<file path="config.mk">
export PLATFORM = sky130hd
export DESIGN_NAME = dpram_port_arbiter
export DESIGN_NICKNAME = d
export VERILOG_FILES = /design/src/rtl/dpram_port_arbiter_pkg.sv /design/src/rtl/dpram_port_arbiter_rr_arbiter.sv /design/src/rtl/dpram_port_arbiter.sv
export SDC_FILE = /design/constraint.sdc
export NUM_CORES = 1
export LEC_CHECK = 0
export CAP_MARGIN = 25
export CORE_MARGIN = 10
export CORE_UTILIZATION = 25
export CTS_CLUSTER_SIZE = 24
export DETAILED_ROUTE_END_ITERATION = 12
export PLACE_DENSITY_LB_ADDON = 0.12
export SLEW_MARGIN = 20
export SYNTH_ARGS = -nofsm -noshare
export SYNTH_HDL_FRONTEND = slang
export SYNTH_HIERARCHICAL = 1
export SYNTH_SLANG_ARGS = --single-unit
</file>
<file path="constraint.sdc">
create_clock -name clk -period 3.9 [get_ports clk]
set_input_delay 0.78 -clock clk [delete_from_list [all_inputs] [get_ports clk]]
set_output_delay 0.78 -clock clk [all_outputs]
set_load 0.1 [all_outputs]
</file>
<file path="src/rtl/dpram_port_arbiter_pkg.sv">
// dpram_arb_pkg: shared constants and helpers for the dual-port RAM arbiter.
//   DEF_DATA_WIDTH / DEF_ADDR_WIDTH / DEF_NUM_REQ : default parameter values
//   id_width(n)                                   : requester index width
package dpram_arb_pkg;

  localparam int DEF_DATA_WIDTH = 32;
  localparam int DEF_ADDR_WIDTH = 10;
  localparam int DEF_NUM_REQ    = 4;

  // Index width for n requesters; never below 1 bit.
  function automatic int id_width(input int n);
    return (n < 2) ? 1 : $clog2(n);
  endfunction

endpackage

</file>
<file path="src/rtl/dpram_port_arbiter_rr_arbiter.sv">
// rr_arbiter: round-robin arbiter with a registered priority pointer.
//   clk, rst : clock, synchronous active-high reset
//   req      : per-requester request
//   gnt      : one-hot grant (combinational), forced to 0 during reset
//   gnt_id   : index of the granted requester (0 when none)
module rr_arbiter
  import dpram_arb_pkg::*;
#(
  parameter int NUM_REQ  = DEF_NUM_REQ,
  parameter int ID_WIDTH = id_width(NUM_REQ)
) (
  input  logic                clk,
  input  logic                rst,
  input  logic [NUM_REQ-1:0]  req,
  output logic [NUM_REQ-1:0]  gnt,
  output logic [ID_WIDTH-1:0] gnt_id
);

  localparam logic [ID_WIDTH:0] NREQ_W = (ID_WIDTH+1)'(NUM_REQ);
  localparam logic [ID_WIDTH-1:0] LAST = ID_WIDTH'(NUM_REQ-1);

  logic [ID_WIDTH-1:0] ptr_q, ptr_d;
  logic                any_gnt;
  logic [ID_WIDTH:0]   sum;
  logic [ID_WIDTH-1:0] idx;

  // Cyclic search starting at ptr_q; one extra bit absorbs the wrap.
  always_comb begin
    gnt     = '0;
    gnt_id  = '0;
    any_gnt = 1'b0;
    sum     = '0;
    idx     = '0;
    for (int i = 0; i < NUM_REQ; i++) begin
      sum = {1'b0, ptr_q} + (ID_WIDTH+1)'(i);
      if (sum >= NREQ_W) sum = sum - NREQ_W;
      idx = sum[ID_WIDTH-1:0];
      if (!any_gnt && !rst && req[idx]) begin
        any_gnt  = 1'b1;
        gnt[idx] = 1'b1;
        gnt_id   = idx;
      end
    end
  end

  assign ptr_d = (gnt_id == LAST) ? '0 : gnt_id + 1'b1;

  always_ff @(posedge clk) begin
    if (rst)          ptr_q <= '0;
    else if (any_gnt) ptr_q <= ptr_d;
  end

endmodule

</file>
<file path="src/rtl/dpram_port_arbiter.sv">
// dpram_port_arbiter: shares one RAM write port and one RAM read port among
// NUM_REQ requesters with independent round-robin arbitration per side.
//   clk, rst                      : clock, synchronous active-high reset
//   wr_req_i/wr_addr_i/wr_data_i  : packed per-requester write requests
//   wr_gnt_o                      : one-hot write grant (combinational)
//   rd_req_i/rd_addr_i            : packed per-requester read requests
//   rd_gnt_o                      : one-hot read grant (combinational)
//   rd_valid_o/rd_id_o/rd_data_o  : registered read response, tagged by requester
//   ram_*                         : direct RAM port drive; ram_data_i is the
//                                   RAM's combinational read data
module dpram_port_arbiter
  import dpram_arb_pkg::*;
#(
  parameter int DATA_WIDTH = DEF_DATA_WIDTH,
  parameter int ADDR_WIDTH = DEF_ADDR_WIDTH,
  parameter int NUM_REQ    = DEF_NUM_REQ,
  parameter int ID_WIDTH   = id_width(NUM_REQ)
) (
  input  logic                          clk,
  input  logic                          rst,
  input  logic [NUM_REQ-1:0]            wr_req_i,
  input  logic [NUM_REQ*ADDR_WIDTH-1:0] wr_addr_i,
  input  logic [NUM_REQ*DATA_WIDTH-1:0] wr_data_i,
  output logic [NUM_REQ-1:0]            wr_gnt_o,
  input  logic [NUM_REQ-1:0]            rd_req_i,
  input  logic [NUM_REQ*ADDR_WIDTH-1:0] rd_addr_i,
  output logic [NUM_REQ-1:0]            rd_gnt_o,
  output logic                          rd_valid_o,
  output logic [ID_WIDTH-1:0]           rd_id_o,
  output logic [DATA_WIDTH-1:0]         rd_data_o,
  output logic                          ram_write_en_o,
  output logic [ADDR_WIDTH-1:0]         ram_write_addr_o,
  output logic [DATA_WIDTH-1:0]         ram_data_o,
  output logic                          ram_read_en_o,
  output logic [ADDR_WIDTH-1:0]         ram_read_addr_o,
  input  logic [DATA_WIDTH-1:0]         ram_data_i
);

  logic [NUM_REQ-1:0][ADDR_WIDTH-1:0] wr_addr_a, rd_addr_a;
  logic [NUM_REQ-1:0][DATA_WIDTH-1:0] wr_data_a;
  logic [ID_WIDTH-1:0]                wr_id, rd_id;

  assign wr_addr_a = wr_addr_i;
  assign wr_data_a = wr_data_i;
  assign rd_addr_a = rd_addr_i;

  rr_arbiter #(.NUM_REQ(NUM_REQ), .ID_WIDTH(ID_WIDTH)) u_wr_arb (
    .clk(clk), .rst(rst), .req(wr_req_i), .gnt(wr_gnt_o), .gnt_id(wr_id)
  );

  rr_arbiter #(.NUM_REQ(NUM_REQ), .ID_WIDTH(ID_WIDTH)) u_rd_arb (
    .clk(clk), .rst(rst), .req(rd_req_i), .gnt(rd_gnt_o), .gnt_id(rd_id)
  );

  // Write side: commit happens at the grant edge; idle bus is driven to 0.
  assign ram_write_en_o   = |wr_gnt_o;
  assign ram_write_addr_o = ram_write_en_o ? wr_addr_a[wr_id] : '0;
  assign ram_data_o       = ram_write_en_o ? wr_data_a[wr_id] : '0;

  assign ram_read_en_o    = |rd_gnt_o;
  assign ram_read_addr_o  = ram_read_en_o ? rd_addr_a[rd_id] : '0;

  // Read response register: data/id hold when no read is granted.
  logic                  rd_valid_q;
  logic [ID_WIDTH-1:0]   rd_id_q;
  logic [DATA_WIDTH-1:0] rd_data_q;

  always_ff @(posedge clk) begin
    if (rst) begin
      rd_valid_q <= 1'b0;
      rd_id_q    <= '0;
      rd_data_q  <= '0;
    end else begin
      rd_valid_q <= ram_read_en_o;
      if (ram_read_en_o) begin
        rd_id_q   <= rd_id;
        rd_data_q <= ram_data_i;
      end
    end
  end

  assign rd_valid_o = rd_valid_q;
  assign rd_id_o    = rd_id_q;
  assign rd_data_o  = rd_data_q;

endmodule

</file>
==> results_dict.tcl <==
set metrics [dict create \
    status "finished, violations left" \
    violations "setup timing" \
    synth.largest_area_cell "mux4_2" \
    clockBufferDepth 2 \
    rows 46 \
    hp-class "reg -> reg" \
    die_x_um 148 \
    yosys.cell_types.count 56 \
    portBuffers 346 \
    min_from "rd_data_o[19]" \
    core_um2 15900 \
    period_share 1.03 \
    tightest_slew_ns 1.01 \
    critPathArrivalTime_ns 3.23 \
    gp_congestion 0.879 \
    slew_headroom 0.322 \
    h-tree-depth 2 \
    synth_async_sr_flop_share 0 \
    synth_edf_count 0 \
    grtUsageTotal 0.215 \
    synth_ff_type "dfxtp_1" \
    worstSetupStartpointType "input pin" \
    clk-insertion-delay-late_ns 0.28 \
    cts_hold_buf 0 \
    clockRootBuffer "clkbuf_16" \
    drv_slew 0 \
    grt_start_max_net_pins 36 \
    netlist_instances 414 \
    avgRoutedWirePerCell_um 23.3 \
    cts_buffers 5 \
    dpl_cell_area_um2 9440 \
    hold_viol_final 0 \
    ys_ff_latch 39 \
    yosysSeqAreaShare 0.192 \
    path_clk_slew_ns 0.06 \
    dr_total_vias 5151 \
    cap_viol_max_count 0 \
    drive_gt1_frac 0.422 \
    syn-num-nets 676 \
    hpwl_um 20300 \
    setup_viol 42 \
    crit_path_end_kind "output pin" \
    rsz0062_at_grt "true" \
    drt-total-wl_um 24700 \
    crit_type "in -> out" \
    cp_max_fo 8 \
    timing.fmax_mhz 249 \
    antenna_found_initial 4 \
    crit_start "wr_req_i[1]" \
    synth_warnings 6 \
    viasPerCell 4.85 \
    design_area_um2 10100 \
    grt_pass1_wl_um 36200 \
    fin_util 0.635 \
    syn_to_final_growth_pct 149 \
    die_y_um 148 \
    critPathRequiredTime_ns 3.12 \
    period_minus_slack_ns 4.01 \
    gr-total-overflow 0 \
    first_iter_violations 194 \
    synth.top_cell.area_share 0.304 \
    syn_avg_cell_area_um2 9.84 \
    start_util 0.255 \
    nets 1104 \
    firstDrtPassIters 4 \
    worst_slack_ns -0.114 \
    cts_sinks 39 \
    synth.cell_area_um2 4070 \
    ant_nets 0 \
    clock-skew-final_ns 0.00315 \
    die_area_um2 21800 \
    fin_hold_ws_ns 0.453 \
    synth_area_leaders "mux4_2, dfxtp_1, nand2_1" \
    grt_pass1_vias 5551 \
    ios 347 \
    drc 0 \
    cts_tree "built" \
]
[critical path: stages]
cell	delay, ns
clkdlybuf4s15_2	0.21
mux4_2	0.50
buf_6	0.14
nor2b_4	0.14
o21ai_4	0.08
a21oi_4	0.20
buf_12	0.18
buf_12	0.14
mux4_2	0.53
nor2b_4	0.15
buf_12	0.15
[flip-flops by register name, summed over array words and instances (netlist names), named ones only]
register and count:
rd_data_o 32, rd_id_o 2, rd_valid_o 1, u_rd_arb/ptr_q 1, u_wr_arb/ptr_q 1
[Yosys cell counts, types with 3 or more instances]
library cell and count:
nand2_1 76, mux4_2 55, nor2b_1 41, dfxtp_1 39, a21oi_1 38, clkbuf_1 14
ha_1 12, a22oi_1 11, nor2_1 11, and2_1 9, buf_2 9, mux2i_1 9
buf_6 8, inv_1 8, nor3_1 6, a22o_1 5, and2b_1 5, a221o_1 4
buf_4 4, o22ai_1 4, mux2_4 3
[final timing paths]
check             depth (start not counted)  slack (ns)             to
setup / recovery                         11       -0.11  ram_data_o[2]
hold / removal                            2        0.45  rd_data_o[19]
setup reg to reg                         14        0.63  rd_data_o[26]
hold reg to reg                           2        0.45  rd_data_o[19]
[metal layers]
metal,share of wire,global-route usage,up-vias
li1,-,-,2402
met4,0.018,0.0535,0
met1,0.38,0.241,2490
met3,0.097,0.0754,17
met2,0.51,0.380,242
met5,0,0,-
[layout by cell type, fill, tap and decap left out, types with 6 or more instances in the layout]
cell,n
buf_4,76
buf_2,6
a22oi_1,6
clkdlybuf4s50_1,275
mux4_2,55
buf_8,9
nor3_1,6
and2_4,10
nand2_1,75
a21oi_1,37
buf_12,78
ha_1,10
nor2_1,11
buf_6,8
nor2b_4,40
dfxtp_1,35
[area by class of cell]
type                            count  area (um2)
Timing Repair Buffer              454        5180
Inverter                           10        65.1
Fill cell                        1259        5810
Sequential cell                    39         791
Clock buffer                        5         125
Clock inverter                      3        43.8
Antenna cell                        4        10.0
Multi-Input combinational cell    330        3630
Tap cell                          216         270
Timing Repair inverter              2        12.5
[cell families (layout without fill, tap and decap cells)]
kind of cell	count (synthesis)	after routing	share of synthesized area
buf+inv	45	474	0.0633
mux	71	71	0.352
fa+ha+maj	12	12	0.0369
flops	39	39	0.192
compound gates	82	82	0.144
other cells	0	4	0
xor+xnor	1	1	0.00215
simple gates	164	164	0.210
[stage by stage]
| stage | std cells | setup TNS [ns] | setup slack, ns |
|---|---|---|---|
| 3_3_place_gp | 1022 | -16.73 | -0.357 |
| 6_report | 1063 | -2.30 | -0.114 |
| 4_1_cts | 1055 | -5.30 | -0.169 |
| 2_1_floorplan | 414 | -11.49 | -0.359 |
| 3_5_place_dp | 1022 | -21.21 | -0.445 |
| 5_1_grt | 1063 | -6.50 | -0.209 |
[timing repair]
action | CTS | global route
hold endpoints to repair | 0 | 0
setup endpoints to repair | 54 | 54
pin swaps | 10 | 16
gates cloned | 7 | 0
resized for setup | 70 | 34
buffers inserted | 19 | 9
Power is left out: the tool's default activity adds up to more than one toggle a clock period on the data nets, which glitch-free logic cannot reach.
